[config.mk]
export PLATFORM = sky130hd
export DESIGN_NAME = ili9341_controller
export DESIGN_NICKNAME = d
export VERILOG_FILES = /design/src/rtl/ili9341_controller.sv
export SDC_FILE = /design/constraint.sdc
export NUM_CORES = 1
export LEC_CHECK = 0
export ABC_AREA = 1
export BUFFER_PORTS_ARGS = -buffer_cell sky130_fd_sc_hd__buf_4
export CORE_ASPECT_RATIO = 1.5
export CORE_MARGIN = 4
export CORE_UTILIZATION = 53
export CTS_BUF_LIST = sky130_fd_sc_hd__clkbuf_4 sky130_fd_sc_hd__clkbuf_8
export CTS_CLUSTER_SIZE = 14
export DETAILED_ROUTE_END_ITERATION = 6
export PLACE_DENSITY = 0.77
export SYNTH_ARGS = -nofsm -noshare
export SYNTH_HDL_FRONTEND = slang
export SYNTH_SLANG_ARGS = --single-unit
[constraint.sdc]
create_clock -name clk -period 2.5 [get_ports clk]
set_input_delay 0.125 -clock clk [delete_from_list [all_inputs] [get_ports clk]]
set_output_delay 0.125 -clock clk [all_outputs]
set_load 0.05 [all_outputs]
[src/rtl/ili9341_controller.sv]
// ILI9341 SPI display controller.
// Sends the power-up command sequence, programs a full-screen window, then
// streams RGB565 pixels (one every 32 clocks) until upstream flags frame_done.
module ili9341_controller #(
    parameter int WIDTH         = 240,
    parameter int HEIGHT        = 240,
    parameter int SWRESET_DELAY = 300000,
    parameter int SLPOUT_DELAY  = 3000000
) (
    input  logic        clk,
    input  logic        rst,
    input  logic        frame_done,
    input  logic [15:0] input_data,
    output logic        spi_mosi,
    output logic        spi_sck,
    output logic        spi_cs,
    output logic        spi_dc,
    output logic        data_clk
);

    typedef enum logic [2:0] {INIT, DELAY, WINDOW, STREAM, WAIT_FRAME} state_t;

    // One counter serves byte bits, pixel bits and delays, so it must hold
    // the longest delay as well as the 32-cycle pixel period.
    localparam int DLY_MAX = (SLPOUT_DELAY > SWRESET_DELAY) ? SLPOUT_DELAY : SWRESET_DELAY;
    localparam int CNT_W   = (DLY_MAX > 32) ? $clog2(DLY_MAX + 1) : 6;

    localparam logic [CNT_W-1:0] BYTE_LAST = CNT_W'(16);  // gap cycle after 16 bit cycles
    localparam logic [CNT_W-1:0] PIX_LAST  = CNT_W'(31);
    localparam logic [CNT_W-1:0] SW_LAST   = CNT_W'(SWRESET_DELAY - 1);
    localparam logic [CNT_W-1:0] SLP_LAST  = CNT_W'(SLPOUT_DELAY - 1);

    // Byte table positions: 0..6 power-up, 7..17 window setup.
    localparam logic [4:0] IDX_SWRESET  = 5'd0;
    localparam logic [4:0] IDX_SLPOUT   = 5'd1;
    localparam logic [4:0] IDX_INIT_END = 5'd6;
    localparam logic [4:0] IDX_WIN_BEG  = 5'd7;
    localparam logic [4:0] IDX_WIN_END  = 5'd17;

    localparam logic [15:0] W_M1 = 16'(WIDTH - 1);
    localparam logic [15:0] H_M1 = 16'(HEIGHT - 1);

    state_t             state_q, state_d;
    logic [CNT_W-1:0]   cnt_q, cnt_d;
    logic [4:0]         idx_q, idx_d;
    logic [15:0]        sh_q, sh_d;
    logic               data_clk_q, data_clk_d;
    logic               run_q, run_d;     // low for the first cycle out of reset
    logic               rom_dc;
    logic [7:0]         rom_byte;
    logic [CNT_W-1:0]   pix_next;

    // Command/parameter table: dc flag and byte for the current position.
    always_comb begin
        // NOTE: every combinational output gets a default first so no path
        // leaves it unassigned, which would otherwise infer a latch.
        rom_dc   = 1'b0;
        rom_byte = 8'h00;
        case (idx_q)
            5'd0:  rom_byte = 8'h01;
            5'd1:  rom_byte = 8'h11;
            5'd2:  rom_byte = 8'h3A;
            5'd3:  begin rom_dc = 1'b1; rom_byte = 8'h55; end
            5'd4:  rom_byte = 8'h36;
            5'd5:  begin rom_dc = 1'b1; rom_byte = 8'h08; end
            5'd6:  rom_byte = 8'h29;
            5'd7:  rom_byte = 8'h2A;
            5'd8,
            5'd9:  rom_dc = 1'b1;
            5'd10: begin rom_dc = 1'b1; rom_byte = W_M1[15:8]; end
            5'd11: begin rom_dc = 1'b1; rom_byte = W_M1[7:0]; end
            5'd12: rom_byte = 8'h2B;
            5'd13,
            5'd14: rom_dc = 1'b1;
            5'd15: begin rom_dc = 1'b1; rom_byte = H_M1[15:8]; end
            5'd16: begin rom_dc = 1'b1; rom_byte = H_M1[7:0]; end
            5'd17: rom_byte = 8'h2C;
            default: ;
        endcase
    end

    // State register: all state, counters and shift register with sync reset.
    always_ff @(posedge clk) begin
        // NOTE: sequential state uses non-blocking assignments so every flop
        // samples its _d value from before this edge.
        if (rst) begin
            state_q    <= INIT;
            cnt_q      <= '0;
            idx_q      <= IDX_SWRESET;
            sh_q       <= '0;
            data_clk_q <= 1'b0;
            run_q      <= 1'b0;
        end else begin
            state_q    <= state_d;
            cnt_q      <= cnt_d;
            idx_q      <= idx_d;
            sh_q       <= sh_d;
            data_clk_q <= data_clk_d;
            run_q      <= run_d;
        end
    end

    // Next-state logic: byte sequencing, delays and the 32-cycle pixel clock.
    always_comb begin
        state_d    = state_q;
        cnt_d      = cnt_q;
        idx_d      = idx_q;
        sh_d       = sh_q;
        run_d      = 1'b1;
        pix_next   = (cnt_q == PIX_LAST) ? '0 : cnt_q + CNT_W'(1);
        data_clk_d = run_q && (state_q == STREAM || state_q == WAIT_FRAME) && (cnt_q == '0);
        if (run_q) begin
            case (state_q)
                INIT, WINDOW: begin
                    if (cnt_q == BYTE_LAST) begin
                        cnt_d = '0;
                        idx_d = idx_q + 5'd1;
                        if (idx_q == IDX_SWRESET || idx_q == IDX_SLPOUT) state_d = DELAY;
                        else if (idx_q == IDX_INIT_END)                  state_d = WINDOW;
                        else if (idx_q == IDX_WIN_END)                   state_d = STREAM;
                    end else begin
                        cnt_d = cnt_q + CNT_W'(1);
                    end
                end
                DELAY: begin
                    // idx has already moved past the command that started the delay
                    if (cnt_q == ((idx_q == IDX_SLPOUT) ? SW_LAST : SLP_LAST)) begin
                        cnt_d   = '0;
                        state_d = INIT;
                    end else begin
                        cnt_d = cnt_q + CNT_W'(1);
                    end
                end
                STREAM: begin
                    cnt_d = pix_next;
                    if (cnt_q == '0) begin
                        if (frame_done) state_d = WAIT_FRAME;
                        else            sh_d    = input_data;
                    end
                end
                WAIT_FRAME: begin
                    if (!frame_done) begin
                        state_d = WINDOW;
                        idx_d   = IDX_WIN_BEG;
                        cnt_d   = '0;
                    end else begin
                        cnt_d = pix_next;
                    end
                end
                default: state_d = INIT;
            endcase
        end
    end

    // Output decode: SPI pins from state and counter; idle values otherwise.
    always_comb begin
        spi_cs   = 1'b1;
        spi_sck  = 1'b0;
        spi_mosi = 1'b0;
        spi_dc   = 1'b0;
        data_clk = data_clk_q;
        if (run_q) begin
            case (state_q)
                INIT, WINDOW: begin
                    spi_dc = rom_dc;
                    if (cnt_q < BYTE_LAST) begin
                        spi_cs   = 1'b0;
                        spi_sck  = cnt_q[0];
                        spi_mosi = rom_byte[3'd7 - cnt_q[3:1]];
                    end
                end
                STREAM: begin
                    // A boundary with frame_done set ends the frame immediately.
                    if (!(cnt_q == '0 && frame_done)) begin
                        spi_cs   = 1'b0;
                        spi_dc   = 1'b1;
                        spi_sck  = cnt_q[0];
                        spi_mosi = (cnt_q == '0) ? input_data[15] : sh_q[4'd15 - cnt_q[4:1]];
                    end
                end
                default: ;
            endcase
        end
    end

endmodule

==> results.txt, run 1 <==
number of flops mapped to enable cells by yosys - 0
area grow syn2layout - 9.67%
row cnt - 35
Die Area - 0.00779 sq mm
Gate power share - 37.6%
Synth Flop Type - dfxtp_1
first-pass GRT wire length - 16.0 mm
Post-Syn Area - 0.00340 sq mm
Net Sw Power - 0.000970 W
FMAX - 428 MHz
Final Critical Period - 2.34 ns
Switching Fraction - 41.0%
syn_area_per_cell - 5.99 sq um
share of post-route cells with drive strength above 1 - 11.6%
TritonCTS clock tree - done
CP Cell Sequence - clkinvlp_4 > a21oi_1 > o21ai_0 > nand2_1 > nand3_1 > nand2_1 > inv_1 > nand2_1 > nand2_1 > nand2_1 > a21oi_1 > buf_4
CP peak stage delay - 0.60 ns
DRT Pass-1 Iters - 5
Reg power frac - 37.2%
worst setup path class - flip-flop to output port
TNS Setup - 0 ns
internal power - 0.00140 W
GRT Util Overall - 25.6%
RSZ-0062 raised after global routing - no
Starting DRT DRC Count - 246
Mapped Cells - 568
final WL - 9.72 mm
run status - finished clean
# H-tree levels - 2
Starting Density - 55.1%
post-layout instance area - 0.00373 sq mm
Antenna Cells - 0
gr ovfl total - 0
final hold vios - 0
Clk pin slew, worst setup/hold paths - 0.10 ns
crit end category - output port
Max Cap Violations - 0
VDD IR max - 333 uV
hold buffer count at cts - 0
Ports - 24
# setup viols final - 0
Die H - 106 microns
Worst Tran Pin Value - 0.885 ns
DRC Markers - 0
Post-DP HPWL - 7.36 mm
Post-DP Area - 0.00359 sq mm
clock group share of total power - 25.2%
data arrival time of the critical path - 2.21 ns
max_slew headroom - 40.8%
Yosys reg bits - 48
PortBufs - 23
total power draw - 0.00237 W
CP Max Fanout - 10
Worst-Skew Late Latency - 0.31 ns
Final Skew - 0.0109 ns
Synthesized Nets - 595
die width - 73.4 microns
Final Wtd Congestion - 1.04
largest net degree at the start of global routing - 28
CP dominant cell by count - nand2_1
CTS buffer count - 5
vias per std cell - 5.59
Synth cell types - 35
Wirelength per Cell - 14.8 microns
nets - 611
DR vias - 3,686
Ys Warns - 0
worst min-delay path category - primary input to flip-flop
core area - 0.00617 sq mm
# fillers - 615
static leakage - 1.54 nW
CTS root buffer - clkbuf_8
initial antenna violation count - 0
clk buf depth - 2
vias in the first global route - 3,582
sequential share of the synthesized area - 28.2%
Worst EP required - 2.38 ns
Routed Antenna Nets - 0
fin crit share - 93.4%
Async S/R FF share, synth - 0%
PwrDens - 635 mW/mm^2
Sink Count - 48
Startpoint Class - flip-flop
CP max stage cell - dfxtp_1
Final Max Tran Viols - 0
cells in the mapped netlist (5+ instances only):
cell type	n	share of area [%]
nand2_1	148	16
nor2_1	89	9.8
inv_1	53	5.8
a21oi_1	52	7.6
dfxtp_1	48	28
nand3_1	41	6.0
o21ai_0	36	5.3
nor3_1	14	2.1
nand3b_1	10	2.2
buf_2	8	1.2
ha_1	8	2.9
nand4_1	8	1.5
nor2_2	8	1.5
clkbuf_1	7	0.77
xor2_1	7	1.8
nand2_2	5	0.92
logic make-up (layout without fill, tap and decap cells):
logic type               count (synthesis)  count (layout)  synth area share, %
buffers and inverters                   78              95                 9.63
AND/OR/NAND/NOR                        332             332                 42.6
adder cells (fa/ha/maj)                  8               8                 2.94
AO/OA/AOI/OAI                           95              95                 14.7
flip-flops                              48              48                 28.2
XOR/XNOR                                 7               7                 1.80
final timing paths:
kind         depth (start not counted)             startpoint                    end  slack (ns)
max                                 12  cnt_q[2]$_SDFFE_PP0P_               spi_mosi        0.16
min                                  3         input_data[11]  sh_q[11]$_SDFFE_PP0P_        0.07
max reg2reg                         12  cnt_q[1]$_SDFFE_PP0P_  cnt_q[4]$_SDFFE_PP0P_        0.34
min reg2reg                          2  sh_q[10]$_SDFFE_PP0P_  sh_q[10]$_SDFFE_PP0P_        0.46
repair_timing:
| item | CTS | global route |
|---|---|---|
| buffers inserted | 0 | 2 |
| setup endpoints to repair | 0 | 4 |
| resized for setup | 0 | 7 |
area by class of cell:
class                           count  area [sq um]  area share (%)
Clock inverter                      3          47.5            1.27
Inverter                           59           230            6.17
Timing Repair Buffer               28           210            5.63
Clock buffer                        5          68.8            1.84
Tap cell                           74          92.6            2.48
Multi-Input combinational cell    442          2120            56.8
Sequential cell                    48           963            25.8
layout by cell type (no fill, tap or decap), types with 2 or more instances in the layout:
cell        Yosys  final
buf_4           0     28
nor2_2          8      8
clkinvlp_4      0      2
nor2_1         89     89
nand2_1       148    148
a21oi_1        52     52
nand3b_1       10     10
inv_1          53     51
nor2_4          2      2
ha_1            8      6
xor2_1          7      7
dfxtp_1        48     46
o211ai_1        2      2
dfxtp_2         0      2
inv_2           3      4
o21ai_0        36     36
clkinv_4        0      2
nand4_1         8      8
nor3_1         14     14
nand3_1        41     41
nand2_2         5      5
clkbuf_8        0      5
ha_2            0      2
per-stage QoR:
step                setup WS [ns]  cells  utilization [%]  hold slack (ns)
floorplan                   0.233    568                -            0.270
global placement            0.325    649             58.1            0.393
detailed placement          0.324    649             58.1            0.399
CTS                        0.0579    657             60.0           0.0764
global route              0.00550    659             60.4           0.0903
finish                      0.164    659             60.4           0.0728
sequential cells by signal (all words and copies together), names as in the netlist:
name	count
idx_q	5
run_q	1
sh_q	16
cnt_q	22
state_q	3
data_clk	1
power groups by stage:
stage / sequential, W / combinational (W) / clock [W]
2_1_floorplan: 0.000874 / 0.000680 / 0
3_3_place_gp: 0.000888 / 0.000849 / 0
3_5_place_dp: 0.000891 / 0.000862 / 0
4_1_cts: 0.000873 / 0.000868 / 0.000607
5_1_grt: 0.000889 / 0.000994 / 0.000644
6_report: 0.000880 / 0.000891 / 0.000598
per-layer routing:
metal | track usage, % | share of wire (%)
met4 | 15.2 | 4.8
met2 | 45.0 | 51
met1 | 28.7 | 40
met3 | 2.74 | 4.4
met5 | 0 | 0
worst max-delay path, delay by kind of cell (launching register included):
| kind | cells | cell delay, ns |
|---|---|---|
| and+or+nand+nor | 6 | 0.37 |
| AOI/OAI and AO/OA | 3 | 0.35 |
| DFF | 1 | 0.60 |
| buffers and inverters | 3 | 0.57 |
(Power assumes the default switching activity.)
==> inputs of run 2 (changes only) <==
- CORE_MARGIN: 4 -> 2
- SLEW_MARGIN: unset -> 10
==> run 2 against run 1 <==
Effect of this change: core utilization fell by 0.45 points; combinational power fell by 1%; final area fell by 0.74%; non-clock buffer count did not move; fmax fell by 1.9%; count of clock-buffer cells in the layout rose by 1; first-iteration DRC count rose by 3.7%; setup slack got worse by 0.046 ns; global-route usage rose by 2.3 points; clock skew fell by 0.0057 ns; critical path depth fell by 3; critical endpoint unchanged; largest power group unchanged.
==> results.txt, run 2 (same netlist as run 1, synthesis figures left out) <==
CP Max Fanout - 8
worst setup path class - flip-flop to output port
DRT Pass-1 Iters - 5
Die Area - 0.00709 sq mm
CTS root buffer - clkbuf_8
Worst EP required - 2.38 ns
clock group share of total power - 22.5%
static leakage - 1.54 nW
PwrDens - 613 mW/mm^2
Sink Count - 48
# fillers - 636
commonest non-fill, non-tap cell in the layout - nand2_1
dpl cells - 648
nets - 611
core area - 0.00617 sq mm
DR vias - 3,660
VDD IR max - 337 uV
multi-input logic area - 0.00211 sq mm
Post-DP HPWL - 7.21 mm
clk buf depth - 2
max_slew headroom - 40.0%
final std cells w/o fill - 659
Max Cap Violations - 0
row cnt - 35
Starting Density - 55.1%
top flop regs - cnt_q x22, sh_q x16, idx_q x5
Final Critical Period - 2.38 ns
first-pass GRT wire length - 16.1 mm
fin crit share - 95.3%
Clk pin slew, worst setup/hold paths - 0.10 ns
Reg area - 961 sq um
die width - 69.4 microns
Final Skew - 0.00520 ns
vias in the first global route - 3,510
initial antenna violation count - 0
TritonCTS clock tree - done
FMAX - 420 MHz
GRT Util Overall - 27.9%
Net Sw Power - 0.000949 W
vias per std cell - 5.55
Final WS setup - 0.118 ns
final hold vios - 0
area grow syn2layout - 8.86%
# H-tree levels - 2
commonest non-fill, non-tap cells in the layout - nand2_1 (148), nor2_1 (89), a21oi_1 (52), inv_1 (52), dfxtp_1 (48)
Die H - 102 microns
Final Wtd Congestion - 0.962
Worst-Skew Late Latency - 0.30 ns
largest net degree at the start of global routing - 28
Startpoint Class - flip-flop
max FFs per register - 22
CTS buffer count - 5
Final Max Tran Viols - 0
Worst Tran Pin Value - 0.897 ns
Ports - 24
PortBufs - 23
data arrival time of the critical path - 2.26 ns
internal power - 0.00132 W
Antenna Cells - 0
crit end category - output port
run status - finished clean
gr ovfl total - 0
Starting DRT DRC Count - 255
Reg power frac - 38.7%
Wirelength per Cell - 14.6 microns
# setup viols final - 0
Switching Fraction - 41.8%
share of post-route cells with drive strength above 1 - 10.8%
Routed Antenna Nets - 0
Gate power share - 38.8%
dpl ws - 0.288 ns
DRC Markers - 0
final WL - 9.63 mm
worst min-delay path category - primary input to flip-flop
Top reg by flops - cnt_q
[run 2: critical path: stages, from the launching register on]
cell and delay (ns):
dfxtp_1 0.57, clkinvlp_4 0.27, ha_1 0.26, nand3_1 0.09, nor2_1 0.06, nand3_1 0.14
a22o_1 0.14, nand2_1 0.05, a21oi_1 0.15, buf_4 0.22
[run 2: stage by stage]
step | util [%] | area (sq um) | setup TNS (ns) | hold slack (ns) | total power, W
global placement | 58.0 | 3580 | 0 | 0.395 | 0.00173
CTS | 59.5 | 3670 | 0 | 0.0849 | 0.00224
floorplan | - | 3400 | 0 | 0.270 | 0.00155
detailed placement | 58.0 | 3580 | 0 | 0.398 | 0.00175
finish | 60.0 | 3700 | 0 | 0.0827 | 0.00227
global route | 60.0 | 3700 | -0.00894 | 0.0950 | 0.00242
[run 2: power by group through the flow]
stage,clock (W),combinational (W),sequential [W]
floorplan,0,0.000680,0.000874
global placement,0,0.000843,0.000889
detailed placement,0,0.000852,0.000894
CTS,0.000512,0.000857,0.000875
global route,0.000540,0.000990,0.000886
finish,0.000512,0.000881,0.000879
[run 2: timing repair]
item,CTS,global route
setup endpoints to repair,0,4
gates resized for setup,0,2
setup buffers,0,3
hold buffers,0,0
[run 2: routing by layer]
metal	wire [microns]	vias to the layer above	global-route usage, %
met1	3800	1635	31.3
met3	466	40	3.94
met4	517	0	16.1
li1	-	1862	-
met2	4840	123	50.6
met5	0	-	0
[run 2: cell type report]
| class | count | area share, % |
|---|---|---|
| Multi-Input combinational cell | 442 | 57.1 |
| Clock inverter | 2 | 0.371 |
| Timing Repair Buffer | 28 | 5.67 |
| Tap cell | 74 | 2.50 |
| Inverter | 59 | 6.21 |
| Clock buffer | 6 | 2.23 |
| Sequential cell | 48 | 25.9 |
[run 2: final timing paths]
| check | depth (start not counted) | slack, ns | endpoint | start |
|---|---|---|---|---|
| max | 9 | 0.12 | spi_mosi | cnt_q[1]$_SDFFE_PP0P_ |
| min | 3 | 0.08 | sh_q[3]$_SDFFE_PP0P_ | input_data[3] |
| max reg2reg | 12 | 0.20 | cnt_q[4]$_SDFFE_PP0P_ | cnt_q[1]$_SDFFE_PP0P_ |
| min reg2reg | 2 | 0.46 | sh_q[6]$_SDFFE_PP0P_ | sh_q[6]$_SDFFE_PP0P_ |
